==> src/rtl/count_event_monitor_pkg.sv <==
// Package: count_evt_pkg
// Shared types and default widths for the count event monitor.
//   evt_type_e : 2-bit event type carried in every queued record
//   evt_rec_t  : packed record layout {type, count, wraps}
//   EVT_W      : width of a packed record
//   evt_type_f : builds the event type from the match/wrap detections
package count_evt_pkg;

    localparam int unsigned DEF_CNT_W      = 4;
    localparam int unsigned DEF_WRAP_W     = 8;
    localparam int unsigned DEF_FIFO_DEPTH = 4;
    localparam int unsigned EVT_W          = 2 + DEF_CNT_W + DEF_WRAP_W;

    typedef enum logic [1:0] {
        EVT_NONE  = 2'b00,
        EVT_MATCH = 2'b01,
        EVT_WRAP  = 2'b10,
        EVT_BOTH  = 2'b11
    } evt_type_e;

    typedef struct packed {
        evt_type_e                 evt_type;
        logic [DEF_CNT_W-1:0]      count;
        logic [DEF_WRAP_W-1:0]     wraps;
    } evt_rec_t;

    // Bit 1 flags a wrap, bit 0 a match, so both together encode EVT_BOTH.
    function automatic evt_type_e evt_type_f(input logic match, input logic wrap);
        return evt_type_e'({wrap, match});
    endfunction

endpackage

==> src/rtl/count_event_monitor_if.sv <==
// Interface: count_event_monitor_if
// Valid/ready event stream from the monitor to its consumer.
//   evt_valid : record at the head of the queue is valid (master -> slave)
//   evt_ready : consumer accepts the head record        (slave -> master)
//   evt_data  : packed record {type, count, wraps}       (master -> slave)
interface count_event_monitor_if #(
    parameter int unsigned DataW = 14
);

    logic             evt_valid;
    logic             evt_ready;
    logic [DataW-1:0] evt_data;

    modport master (
        output evt_valid,
        output evt_data,
        input  evt_ready
    );

    modport slave (
        input  evt_valid,
        input  evt_data,
        output evt_ready
    );

endinterface

==> src/rtl/count_event_monitor_evt_fifo.sv <==
// Module: evt_fifo
// Synchronous register-array FIFO holding event records.
//   clk_i   : clock, rising edge
//   rst_i   : synchronous active-high flush
//   push_i  : write wdata_i (ignored when full unless a pop happens this cycle)
//   wdata_i : record to write
//   pop_i   : remove the head (ignored when empty)
//   full_o  : DEPTH entries held
//   empty_o : no entries held
//   head_o  : head record; holds the last popped record while empty
module evt_fifo #(
    parameter int unsigned WIDTH = 14,
    parameter int unsigned DEPTH = 4
) (
    input  logic             clk_i,
    input  logic             rst_i,
    input  logic             push_i,
    input  logic [WIDTH-1:0] wdata_i,
    input  logic             pop_i,
    output logic             full_o,
    output logic             empty_o,
    output logic [WIDTH-1:0] head_o
);

    localparam int unsigned PtrW = (DEPTH > 1) ? $clog2(DEPTH) : 1;
    localparam int unsigned CntW = $clog2(DEPTH) + 1;

    logic [WIDTH-1:0] mem_q [DEPTH];
    logic [WIDTH-1:0] mem_d [DEPTH];
    logic [PtrW-1:0]  wr_ptr_q, wr_ptr_d;
    logic [PtrW-1:0]  rd_ptr_q, rd_ptr_d;
    logic [CntW-1:0]  cnt_q, cnt_d;
    logic [WIDTH-1:0] last_q, last_d;
    logic             do_push, do_pop;

    assign full_o  = (cnt_q == CntW'(DEPTH));
    assign empty_o = (cnt_q == '0);
    assign head_o  = empty_o ? last_q : mem_q[rd_ptr_q];

    always_comb begin
        do_pop   = pop_i && !empty_o;
        // A full FIFO can still take a write when its head leaves this cycle.
        do_push  = push_i && (!full_o || do_pop);
        mem_d    = mem_q;
        wr_ptr_d = wr_ptr_q;
        rd_ptr_d = rd_ptr_q;
        last_d   = last_q;
        if (do_push) begin
            mem_d[wr_ptr_q] = wdata_i;
            // Power-of-two depth lets the pointer wrap naturally.
            wr_ptr_d        = wr_ptr_q + PtrW'(1);
        end
        if (do_pop) begin
            rd_ptr_d = rd_ptr_q + PtrW'(1);
            last_d   = mem_q[rd_ptr_q];
        end
        cnt_d = cnt_q + CntW'(do_push) - CntW'(do_pop);
    end

    always_ff @(posedge clk_i) begin
        if (rst_i) begin
            wr_ptr_q <= '0;
            rd_ptr_q <= '0;
            cnt_q    <= '0;
            last_q   <= '0;
        end else begin
            wr_ptr_q <= wr_ptr_d;
            rd_ptr_q <= rd_ptr_d;
            cnt_q    <= cnt_d;
            last_q   <= last_d;
        end
    end

    // Storage needs no reset: it is only visible through valid pointers.
    always_ff @(posedge clk_i) begin
        mem_q <= mem_d;
    end

endmodule

==> src/rtl/count_event_monitor.sv <==
// Module: count_event_monitor
// Watches an upstream counter, detects wrap-around (max -> 0) and matches against a
// programmable compare value, counts wraps, and queues event records in a FIFO.
//   clk         : clock, rising edge
//   reset       : synchronous active-high reset, overrides everything
//   count_in    : sampled counter value
//   cmp_value   : match compare value
//   cmp_en      : enables match detection
//   evt         : master side of the event stream {evt_valid, evt_ready, evt_data}
//   wrap_cnt    : total wraps seen, modulo 2^WRAP_W
//   match_pulse : one-cycle pulse the cycle after a match
//   drop_flag   : sticky, an event was lost to a full FIFO
module count_event_monitor
    import count_evt_pkg::*;
#(
    parameter int unsigned CNT_W      = DEF_CNT_W,
    parameter int unsigned WRAP_W     = DEF_WRAP_W,
    parameter int unsigned FIFO_DEPTH = DEF_FIFO_DEPTH
) (
    input  logic                         clk,
    input  logic                         reset,
    input  logic [CNT_W-1:0]             count_in,
    input  logic [CNT_W-1:0]             cmp_value,
    input  logic                         cmp_en,
    count_event_monitor_if.master        evt,
    output logic [WRAP_W-1:0]            wrap_cnt,
    output logic                         match_pulse,
    output logic                         drop_flag
);

    localparam int unsigned RecW = 2 + CNT_W + WRAP_W;

    logic [CNT_W-1:0]  prev_count_q, prev_count_d;
    logic              prev_valid_q, prev_valid_d;
    logic [WRAP_W-1:0] wrap_cnt_q, wrap_cnt_d;
    logic              match_pulse_q, match_pulse_d;
    logic              drop_flag_q, drop_flag_d;

    logic              is_wrap, is_match, has_evt;
    evt_type_e         evt_type;
    logic [RecW-1:0]   rec;
    logic              fifo_push, fifo_pop, fifo_full, fifo_empty;
    logic [RecW-1:0]   fifo_head;

    always_comb begin
        // prev_valid gates wrap so the first sample after reset is history only.
        is_wrap  = prev_valid_q && (prev_count_q == {CNT_W{1'b1}}) && (count_in == '0);
        // A held count matches only on the cycle it first appears.
        is_match = cmp_en && (count_in == cmp_value) &&
                   (!prev_valid_q || (count_in != prev_count_q));
        evt_type = evt_type_f(is_match, is_wrap);
        has_evt  = (evt_type != EVT_NONE);

        wrap_cnt_d = wrap_cnt_q + WRAP_W'(is_wrap);
        // The record carries the wrap count including this cycle's wrap.
        rec        = {evt_type, count_in, wrap_cnt_d};

        fifo_pop    = !fifo_empty && evt.evt_ready;
        fifo_push   = has_evt && (!fifo_full || fifo_pop);
        drop_flag_d = drop_flag_q || (has_evt && fifo_full && !fifo_pop);

        prev_count_d  = count_in;
        prev_valid_d  = 1'b1;
        match_pulse_d = is_match;
    end

    always_ff @(posedge clk) begin
        if (reset) begin
            prev_count_q  <= '0;
            prev_valid_q  <= 1'b0;
            wrap_cnt_q    <= '0;
            match_pulse_q <= 1'b0;
            drop_flag_q   <= 1'b0;
        end else begin
            prev_count_q  <= prev_count_d;
            prev_valid_q  <= prev_valid_d;
            wrap_cnt_q    <= wrap_cnt_d;
            match_pulse_q <= match_pulse_d;
            drop_flag_q   <= drop_flag_d;
        end
    end

    evt_fifo #(
        .WIDTH (RecW),
        .DEPTH (FIFO_DEPTH)
    ) u_evt_fifo (
        .clk_i   (clk),
        .rst_i   (reset),
        .push_i  (fifo_push),
        .wdata_i (rec),
        .pop_i   (fifo_pop),
        .full_o  (fifo_full),
        .empty_o (fifo_empty),
        .head_o  (fifo_head)
    );

    assign evt.evt_valid = !fifo_empty;
    assign evt.evt_data  = fifo_head;
    assign wrap_cnt      = wrap_cnt_q;
    assign match_pulse   = match_pulse_q;
    assign drop_flag     = drop_flag_q;

endmodule

==> src/flat_wrapper.sv <==
// flat-port wrapper written by rule: the top's interface ports become plain ports
module count_event_monitor_flat import count_evt_pkg::*;
#(
    parameter int unsigned CNT_W      = DEF_CNT_W,
    parameter int unsigned WRAP_W     = DEF_WRAP_W,
    parameter int unsigned FIFO_DEPTH = DEF_FIFO_DEPTH
)
  (clk, reset, count_in, cmp_value, cmp_en, wrap_cnt, match_pulse, drop_flag, evt_evt_valid, evt_evt_data, evt_evt_ready);
  count_event_monitor_if #(.DataW(EVT_W)) evt_i ();
  input  logic clk;
  input  logic reset;
  input  logic [CNT_W-1:0] count_in;
  input  logic [CNT_W-1:0] cmp_value;
  input  logic cmp_en;
  output logic [WRAP_W-1:0] wrap_cnt;
  output logic match_pulse;
  output logic drop_flag;
  output wire logic [$bits(evt_i.evt_valid)-1:0] evt_evt_valid;
  output wire logic [$bits(evt_i.evt_data)-1:0] evt_evt_data;
  input wire logic [$bits(evt_i.evt_ready)-1:0] evt_evt_ready;
  assign evt_evt_valid = evt_i.evt_valid;
  assign evt_evt_data = evt_i.evt_data;
  assign evt_i.evt_ready = evt_evt_ready;
  count_event_monitor #(.CNT_W(CNT_W), .WRAP_W(WRAP_W), .FIFO_DEPTH(FIFO_DEPTH)) u_core (.clk(clk), .reset(reset), .count_in(count_in), .cmp_value(cmp_value), .cmp_en(cmp_en), .evt(evt_i), .wrap_cnt(wrap_cnt), .match_pulse(match_pulse), .drop_flag(drop_flag));
endmodule
==> config.mk <==
export PLATFORM = sky130hd
export DESIGN_NAME = count_event_monitor_flat
export DESIGN_NICKNAME = d
export VERILOG_FILES = /design/src/rtl/count_event_monitor_pkg.sv /design/src/rtl/count_event_monitor_if.sv /design/src/rtl/count_event_monitor_evt_fifo.sv /design/src/rtl/count_event_monitor.sv /design/src/flat_wrapper.sv
export SDC_FILE = /design/constraint.sdc
export NUM_CORES = 1
export LEC_CHECK = 0
export ABC_AREA = 1
export BUFFER_PORTS_ARGS = -buffer_cell sky130_fd_sc_hd__buf_4
export CAP_MARGIN = 20
export CORE_MARGIN = 1
export CORE_UTILIZATION = 25
export DETAILED_ROUTE_END_ITERATION = 16
export GPL_ROUTABILITY_DRIVEN = 0
export PLACE_DENSITY_LB_ADDON = 0.3
export SLEW_MARGIN = 10
export SYNTH_ARGS = -nofsm -noshare
export SYNTH_HDL_FRONTEND = slang
export SYNTH_HIERARCHICAL = 1
export SYNTH_SLANG_ARGS = --single-unit
==> constraint.sdc <==
create_clock -name clk -period 3.7 [get_ports clk]
set_clock_uncertainty 0.05 [all_clocks]
set_input_delay 0.74 -clock clk [delete_from_list [all_inputs] [get_ports clk]]
set_output_delay 0.74 -clock clk [all_outputs]
set_load 0.01 [all_outputs]
==> flow_summary.json, run 1 <==
{
  "critical_path_cell_count": 14,
  "synth_nets": 556,
  "htree_levels": 3,
  "num_rows": 47,
  "grt_pass1_vias": 2909,
  "max_slew_margin_pct": 58.8,
  "pre_cts_ws_ns": 0.472,
  "area_delta_synth_final_pct": 18.5,
  "drv_cap": 0,
  "ioPinCount": 37,
  "rr_startpoint": "u_core/u_evt_fifo/cnt_q[2]$_SDFF_PP0_",
  "fmax_ghz": 0.323,
  "syn_avg_cell_area_um2": 8.13,
  "yosysSeqAreaShare_pct": 55.2,
  "cpMostUsedCell": "nor2_1",
  "hpwl_um": 6210,
  "setup_viol": 0,
  "drive_above_1_share_pct": 13.5,
  "timing.final.crit_period_ns": 3.10,
  "critical_path_buf_inv_count": 4,
  "overflow": 0,
  "hold_path_depth": 2,
  "insertion_delay_ns": 0.35,
  "fp.dieW_um": 134,
  "final_nets": 594,
  "grt_max_degree": 32,
  "yosysWarnings": 6,
  "post_layout_nonfiller_instances": 798,
  "fin_tns_setup_ns": 0,
  "clk_pin_slew_ns": 0.06,
  "ys_types": 28,
  "power.leakage_nw": 2.45,
  "crit_path_end_kind": "flop",
  "outcome": "finished, final reports clean",
  "cts_tree": "yes",
  "cpLargestDelayFamily": "adder cells",
  "worst_r2r_path_depth": 14,
  "rsz0062_at_grt": "no",
  "p_total_mw": 2.12,
  "cts_buffers": 9,
  "cts_root_buf": "clkbuf_16",
  "num_vias": 3137,
  "grt_pass1_wl_um": 14900,
  "hold_viol": 0,
  "antenna_cells": 0,
  "antenna_found_initial": 0,
  "ant_nets": 0,
  "final_max_slew_viol_count": 0,
  "netlist_area_um2": 4350,
  "crit_path_max_fanout": 18,
  "power_density_nw_per_um2": 412,
  "cts_buffer_depth": 2,
  "synth_cells": 535,
  "crit_type": "reg2reg",
  "vdd_drop_max_mv": 0.216,
  "final_common_cell": "nand2_1",
  "crit_slowest_cell": "fa_1",
  "avgViaCountPerCell": 3.93,
  "worstSetupStartpointType": "flop",
  "fin_crit_sh_pct": 83.7,
  "routed_wl_um": 9270,
  "grt_use_total_pct": 11.0,
  "detail_route.wl_per_cell_um": 11.6,
  "drt_iter0_markers": 238,
  "required_ns": 3.89,
  "utilization_pct": 30.8,
  "cts-hold-fix-buffers": 0,
  "drt_first_pass_iters": 4,
  "postCtsResizedCells": 0,
  "synth-seq-cells": 92,
  "layout.cells.most_common_list": "nand2_1, inv_1, nor2_1",
  "hold_class": "reg2reg",
  "setup_ws_ns": 0.604,
  "dieHeight_um": 134,
  "dp.cells": 782,
  "critPathLaunch": "u_core/u_evt_fifo/cnt_q[2]$_SDFF_PP0_",
  "start_util_pct": 26.0,
  "tightest_slew_ns": 0.618,
  "post_cts_buffers": 0,
  "port_buffers": 36,
  "drc_errors": 0,
  "min_from": "u_core/drop_flag$_SDFF_PP0_",
  "max_stage_delay_ns": 0.37,
  "cp_cell_sequence": "inv_1 -> nand2_4 -> inv_2 -> nor2_1 -> buf_4 -> nor2_1 -> a21oi_1 -> nand2_1 -> ha_1 -> inv_1 -> ha_1 -> fa_1 -> xor2_1 -> nor2_1",
  "die-area_um2": 17900,
  "core_region_area_um2": 16800,
  "worst_ep_arrival_time_ns": 3.28,
  "numClockSinks": 92
}
-- synth_stat cells (all sizes together) --
library cell	count	area share [%]
buf	15	2.4
or2	2	0.29
or3	1	0.14
nor2	61	5.4
fa	1	0.46
ha	8	2.3
nand4	1	0.14
edfxtp	56	39
clkinv	2	0.17
xnor2	2	0.40
xor2	2	0.40
nand3	37	4.6
dfxtp	36	17
inv	115	9.9
nand2	181	16
o21ai	1	0.11
clkbuf	1	0.086
a21oi	8	1.1
nor3	5	0.69
-- final timing paths --
kind / endpoint / slack (ns)
min reg2reg: u_core/drop_flag$_SDFF_PP0_ / 0.42
max: u_core/u_evt_fifo/cnt_q[2]$_SDFF_PP0_ / 0.60
max reg2reg: u_core/u_evt_fifo/cnt_q[2]$_SDFF_PP0_ / 0.60
min: u_core/drop_flag$_SDFF_PP0_ / 0.42
-- layout make-up --
type | instances | area (um2)
fill | 1748 | 11600
inverter | 117 | 439
clock inverter | 4 | 35.0
tap | 220 | 275
sequential | 92 | 2400
multi-input combinational | 310 | 1400
timing repair buffer | 43 | 323
clock buffer | 12 | 279
-- flip-flops by register name, summed over array words and instances (netlist names) --
name and count:
u_core/u_evt_fifo/mem_q 56, u_core/match_pulse 1, u_core/prev_count_q 4, u_core/drop_flag 1
u_core/u_evt_fifo/last_q 14, u_core/prev_valid_q 1, u_core/u_evt_fifo/cnt_q 3, u_core/wrap_cnt 8
u_core/u_evt_fifo/rd_ptr_q 2, u_core/u_evt_fifo/wr_ptr_q 2
-- where the power goes --
part / internal (mW) / switching (mW)
clock network: 0.546 / 0.401
logic: 0.0319 / 0.0552
registers: 1.09 / 0.00403
total: 1.66 / 0.461
-- worst register-to-register path: cells and delay by family (launching register included) --
| kind | cells | cell delay [ns] |
|---|---|---|
| xor gates and xnor gates | 1 | 0.15 |
| and+or+nand+nor | 5 | 0.72 |
| buffers and inverters | 4 | 0.49 |
| DFF | 1 | 0.35 |
| AOI/OAI and AO/OA | 1 | 0.35 |
| adders and majority gates | 3 | 0.87 |
-- routing by layer --
metal / track usage (%) / share of wire, %
met5: 0 / 0
met4: 4.29 / 1.8
met3: 3.14 / 4.7
met2: 16.4 / 43
met1: 15.1 / 51
-- through the flow --
step	cell area (um2)	hold WS, ns
after floorplan	4350	0.428
after global placement	4840	0.407
after detailed placement	4840	0.418
after CTS	5150	0.428
after global routing	5150	0.456
final	5150	0.423
-- cells by family after synthesis --
family	count (synthesis)	synth area share, %
AND/OR/NAND/NOR	288	27.4
buffers and inverters	133	12.6
adder cells (fa/ha/maj)	9	2.76
AO/OA/AOI/OAI	9	1.21
flip-flops	92	55.2
XOR/XNOR	4	0.805
(Power assumes the default switching activity.)
==> run 2: changes to the inputs <==
==> constraint.sdc (replaced) <==
create_clock -name clk -period 3.2 [get_ports clk]
set_clock_uncertainty 0.05 [all_clocks]
set_input_delay 0.64 -clock clk [delete_from_list [all_inputs] [get_ports clk]]
set_output_delay 0.64 -clock clk [all_outputs]
set_load 0.01 [all_outputs]
==> flow_summary.json, run 2 (synthesis gave the netlist of run 1 again) <==
{
  "outcome": "finished, final reports clean",
  "cts_tree": "yes",
  "layout.cells.most_common_list": "nand2_1, inv_1, nor2_1",
  "timing.final.crit_period_ns": 2.75,
  "hold_viol": 0,
  "port_buffers": 36,
  "power_density_nw_per_um2": 458,
  "avgViaCountPerCell": 3.92,
  "power.leakage_nw": 2.45,
  "cp_cell_sequence": "inv_2 -> nand2_1 -> nand3_1 -> nand2_1 -> nand2_1 -> nand2_1 -> buf_4",
  "antenna_found_initial": 0,
  "tightest_slew_ns": 0.574,
  "setup_viol": 0,
  "drt_first_pass_iters": 4,
  "routed_wl_um": 9340,
  "drv_cap": 0,
  "core_region_area_um2": 16800,
  "hpwl_um": 6350,
  "grt_max_degree": 31,
  "grt_pass1_vias": 3082,
  "grt_pass1_wl_um": 15700,
  "cpLargestDelayFamily": "flip-flops",
  "worst_ep_arrival_time_ns": 2.06,
  "num_rows": 47,
  "insertion_delay_ns": 0.34,
  "numClockSinks": 92,
  "rrSetupSlack_ns": 0.65,
  "cpMostUsedCell": "nand2_1",
  "largest_register": "u_core/u_evt_fifo/mem_q",
  "crit_slowest_cell": "dfxtp_1",
  "post_cts_buffers": 0,
  "postCtsResizedCells": 0,
  "fin_area_um2": 5150,
  "max_stage_delay_ns": 0.68,
  "hold_class": "reg2reg",
  "area_delta_synth_final_pct": 18.4,
  "clk_pin_slew_ns": 0.07,
  "ioPinCount": 37,
  "largest_reg_flops": 56,
  "final_nets": 598,
  "cts-hold-fix-buffers": 0,
  "fp.dieW_um": 134,
  "overflow": 0,
  "crit_type": "reg2out",
  "crit_path_max_fanout": 30,
  "place_area_um2": 4870,
  "fin_crit_sh_pct": 86.0,
  "critical_path_buf_inv_count": 2,
  "drt_iter0_markers": 235,
  "max_slew_margin_pct": 61.7,
  "crit_path_end_kind": "primary output",
  "fin_tns_setup_ns": 0,
  "start_util_pct": 26.0,
  "cts_root_buf": "clkbuf_16",
  "rsz0062_at_grt": "no",
  "cts_buffer_depth": 2,
  "htree_levels": 3,
  "required_ns": 2.51,
  "vdd_drop_max_mv": 0.262,
  "grt_use_total_pct": 11.4,
  "cts_buffers": 9,
  "drive_above_1_share_pct": 13.9,
  "fmax_ghz": 0.363,
  "final_common_cell": "nand2_1",
  "detail_route.wl_per_cell_um": 11.6,
  "drc_errors": 0,
  "antenna_cells": 0,
  "dieHeight_um": 134,
  "ant_nets": 0,
  "final_max_slew_viol_count": 0,
  "worstSetupStartpointType": "flop",
  "die-area_um2": 17900,
  "num_vias": 3141
}
==> run 2: changes by cell type in the layout (fill, tap and decap cells not counted) <==
cell	delta
clkinv_4	+1
clkbuf_8	+1
buf_4	+4
clkbuf_1	+1
clkinvlp_4	+1
inv_6	-2
clkbuf_16	-2
==> run 2: metrics by stage <==
stage / power [mW] / cells / hold WS, ns / worst slack, ns / util, %
2_1_floorplan: 1.35 / 535 / 0.428 / 0.466 / -
3_3_place_gp: 1.39 / 786 / 0.403 / 0.251 / 29.1
3_5_place_dp: 1.39 / 786 / 0.408 / 0.221 / 29.1
4_1_cts: 2.40 / 802 / 0.418 / 0.419 / 30.7
5_1_grt: 2.46 / 802 / 0.460 / 0.210 / 30.7
6_report: 2.36 / 802 / 0.416 / 0.448 / 30.7
==> run 2: worst register-to-register path, stage by stage (launching register included) <==
cell	delay, ns
dfxtp_1	0.35
inv_1	0.09
nand2_4	0.07
inv_2	0.03
nor2_1	0.18
nor2_1	0.13
a21oi_1	0.24
nand2_1	0.17
ha_1	0.31
inv_1	0.04
ha_1	0.18
fa_1	0.37
xor2_1	0.17
nor2_1	0.06
==> run 2: report_power, final <==
group	switching [mW]	internal [mW]	total, mW
sequential	0.00474	1.26	1.26
clock	0.442	0.554	0.995
combinational	0.0653	0.0395	0.105
==> run 2: area by class of cell <==
class | count | area, um2
Clock buffer | 12 | 246
Clock inverter | 4 | 33.8
Multi-Input combinational cell | 310 | 1400
Tap cell | 220 | 275
Timing Repair Buffer | 47 | 353
Inverter | 117 | 439
Fill cell | 1751 | 11600
Sequential cell | 92 | 2400
==> run 2: final timing paths <==
kind                                              start                               endpoint  cells past startpoint
min                         u_core/drop_flag$_SDFF_PP0_            u_core/drop_flag$_SDFF_PP0_                      2
min reg2reg                 u_core/drop_flag$_SDFF_PP0_            u_core/drop_flag$_SDFF_PP0_                      2
max          u_core/u_evt_fifo/rd_ptr_q[0]$_SDFFE_PP0P_                        evt_evt_data[3]                      7
max reg2reg       u_core/u_evt_fifo/cnt_q[2]$_SDFF_PP0_  u_core/u_evt_fifo/cnt_q[2]$_SDFF_PP0_                     13
==> run 2: routing by layer <==
metal  part of all wire [%]  global-route usage (%)
met5                      0                       0
met4                    1.1                    3.98
met3                    4.9                    3.02
met2                     45                    18.0
met1                     49                    15.1
==> run 3: changes to the inputs <==
--- a/config.mk
+++ b/config.mk
@@ -8,10 +8,13 @@
 export ABC_AREA = 1
 export BUFFER_PORTS_ARGS = -buffer_cell sky130_fd_sc_hd__buf_4
 export CAP_MARGIN = 20
+export CELL_PAD_IN_SITES_DETAIL_PLACEMENT = 1
+export CELL_PAD_IN_SITES_GLOBAL_PLACEMENT = 1
 export CORE_MARGIN = 1
 export CORE_UTILIZATION = 25
 export DETAILED_ROUTE_END_ITERATION = 16
 export GPL_ROUTABILITY_DRIVEN = 0
+export GPL_TIMING_DRIVEN = 1
 export PLACE_DENSITY_LB_ADDON = 0.3
 export SLEW_MARGIN = 10
 export SYNTH_ARGS = -nofsm -noshare
==> flow_summary.json, run 3 (synthesis gave the netlist of run 1 again) <==
{
  "fill_cells": 2014,
  "crit_path_max_fanout": 18,
  "area_delta_synth_final_pct": 19.9,
  "grt_pass1_wl_um": 17400,
  "cts_tree": "yes",
  "hold_path_depth": 2,
  "cts_root_buf": "clkbuf_16",
  "rr_startpoint": "u_core/u_evt_fifo/cnt_q[2]$_SDFF_PP0_",
  "timing.rr.end": "u_core/u_evt_fifo/cnt_q[2]$_SDFF_PP0_",
  "grt_pass1_vias": 3467,
  "rrSetupSlack_ns": 0.44,
  "clk_pin_slew_ns": 0.07,
  "cts_buffer_depth": 2,
  "pre_cts_ws_ns": 0.182,
  "largest_register": "u_core/u_evt_fifo/mem_q",
  "drive_above_1_share_pct": 14.1,
  "crit_path_end_kind": "flop",
  "fp.dieW_um": 134,
  "top_layer_used": "met4",
  "drc_errors": 0,
  "post_cts_buffers": 0,
  "ioPinCount": 37,
  "antenna_cells": 0,
  "met2WireLength_um": 4980,
  "min_from": "u_core/drop_flag$_SDFF_PP0_",
  "crit_type": "reg2reg",
  "htree_levels": 3,
  "worst_ep_arrival_time_ns": 2.94,
  "port_buffers": 36,
  "fin_crit_sh_pct": 86.3,
  "worstSetupStartpointType": "flop",
  "insertion_delay_ns": 0.35,
  "final_max_slew_viol_count": 0,
  "power_density_nw_per_um2": 501,
  "cts-hold-fix-buffers": 0,
  "num_vias": 3289,
  "whs_endpoint": "u_core/drop_flag$_SDFF_PP0_",
  "power.leakage_nw": 2.49,
  "cts_buffers": 9,
  "largest_reg_flops": 56,
  "grt_max_degree": 31,
  "detail_route.wl_per_cell_um": 13.0,
  "overflow": 0,
  "tightest_slew_ns": 0.569,
  "grt_use_total_pct": 12.8,
  "numClockSinks": 92,
  "fmax_ghz": 0.362,
  "ant_nets": 0,
  "required_ns": 3.38,
  "avgViaCountPerCell": 4.11,
  "setup_ws_ns": 0.438,
  "fin_tns_setup_ns": 0,
  "die-area_um2": 17900,
  "core_region_area_um2": 16800,
  "hold_class": "reg2reg",
  "worst_r2r_path_depth": 13,
  "setup_viol": 0,
  "drt_iter0_markers": 157,
  "met3_wirelength_um": 375,
  "hold_viol": 0,
  "antenna_found_initial": 0,
  "hpwl_um": 7370,
  "outcome": "finished, final reports clean",
  "vdd_drop_max_mv": 0.215,
  "max_slew_margin_pct": 61.8,
  "timing.final.crit_period_ns": 2.76,
  "drv_cap": 0,
  "drt_first_pass_iters": 4,
  "m1WireLength_um": 4840,
  "rsz0062_at_grt": "no",
  "final_common_cell": "nand2_1",
  "num_rows": 47,
  "routed_wl_um": 10400,
  "postCtsResizedCells": 0,
  "dieHeight_um": 134,
  "start_util_pct": 26.0,
  "utilization_pct": 31.1,
  "final_nets": 597,
  "layout.cells.most_common_list": "nand2_1, inv_1, nor2_1"
}
## run 3: changes by cell type in the layout (fill, tap and decap cells not counted), sizes merged
cell / previous run / this run
bufinv: 0 / 3
clkbuf: 12 / 9
clkinv: 4 / 3
buf: 47 / 46
inv: 116 / 118
clkinvlp: 1 / 0
## run 3: final cells by class
| class | instances | area (um2) | share of cell area, % |
|---|---|---|---|
| Clock inverter | 7 | 128 | 2.45 |
| Timing Repair Buffer | 46 | 345 | 6.62 |
| Inverter | 117 | 439 | 8.42 |
| Clock buffer | 9 | 225 | 4.32 |
| Sequential cell | 92 | 2400 | 46.1 |
| Tap cell | 220 | 275 | 5.28 |
| Multi-Input combinational cell | 310 | 1400 | 26.9 |
## run 3: metrics by stage
stage          cell area, um2  hold WS [ns]  std cells  power (mW)
6_report                 5220         0.418        801        2.62
5_1_grt                  5220         0.449        801        2.71
4_1_cts                  5220         0.421        801        2.66
3_5_place_dp             4860         0.410        785        1.40
3_3_place_gp             4860         0.411        785        1.39
2_1_floorplan            4350         0.428        535        1.35
## run 3: worst max path at each step
stage                                          start                               endpoint  slack, ns  depth (start not counted)
2_1_floorplan  u_core/u_evt_fifo/cnt_q[2]$_SDFF_PP0_  u_core/u_evt_fifo/cnt_q[2]$_SDFF_PP0_       0.47                         14
3_3_place_gp                             count_in[3]  u_core/u_evt_fifo/cnt_q[2]$_SDFF_PP0_       0.28                         13
3_5_place_dp                             count_in[0]  u_core/u_evt_fifo/cnt_q[2]$_SDFF_PP0_       0.18                         13
4_1_cts        u_core/u_evt_fifo/cnt_q[2]$_SDFF_PP0_  u_core/u_evt_fifo/cnt_q[2]$_SDFF_PP0_       0.40                         13
5_1_grt        u_core/u_evt_fifo/cnt_q[2]$_SDFF_PP0_  u_core/u_evt_fifo/cnt_q[2]$_SDFF_PP0_       0.19                         13
6_report       u_core/u_evt_fifo/cnt_q[2]$_SDFF_PP0_  u_core/u_evt_fifo/cnt_q[2]$_SDFF_PP0_       0.44                         13
## run 3: critical path: stages (launching register included)
cell,delay [ns]
dfxtp_1,0.36
inv_1,0.09
nand2_4,0.21
inv_2,0.06
nor2_1,0.20
nor2_1,0.13
a21oi_1,0.24
nand2_1,0.17
ha_1,0.31
inv_1,0.04
ha_1,0.18
fa_1,0.37
xor2_1,0.17
nor2_1,0.05
## run 3: metal layers
| layer | GRT usage [%] | vias up |
|---|---|---|
| met5 | 0 | - |
| met4 | 5.81 | 0 |
| met3 | 2.68 | 20 |
| met2 | 21.7 | 52 |
| met1 | 15.7 | 1539 |
| li1 | - | 1678 |
## run 3: report_power, final
part / internal (mW) / total [mW] / switching, mW
clock: 0.776 / 1.25 / 0.473
sequential: 1.26 / 1.26 / 0.00497
combinational: 0.0385 / 0.106 / 0.0678
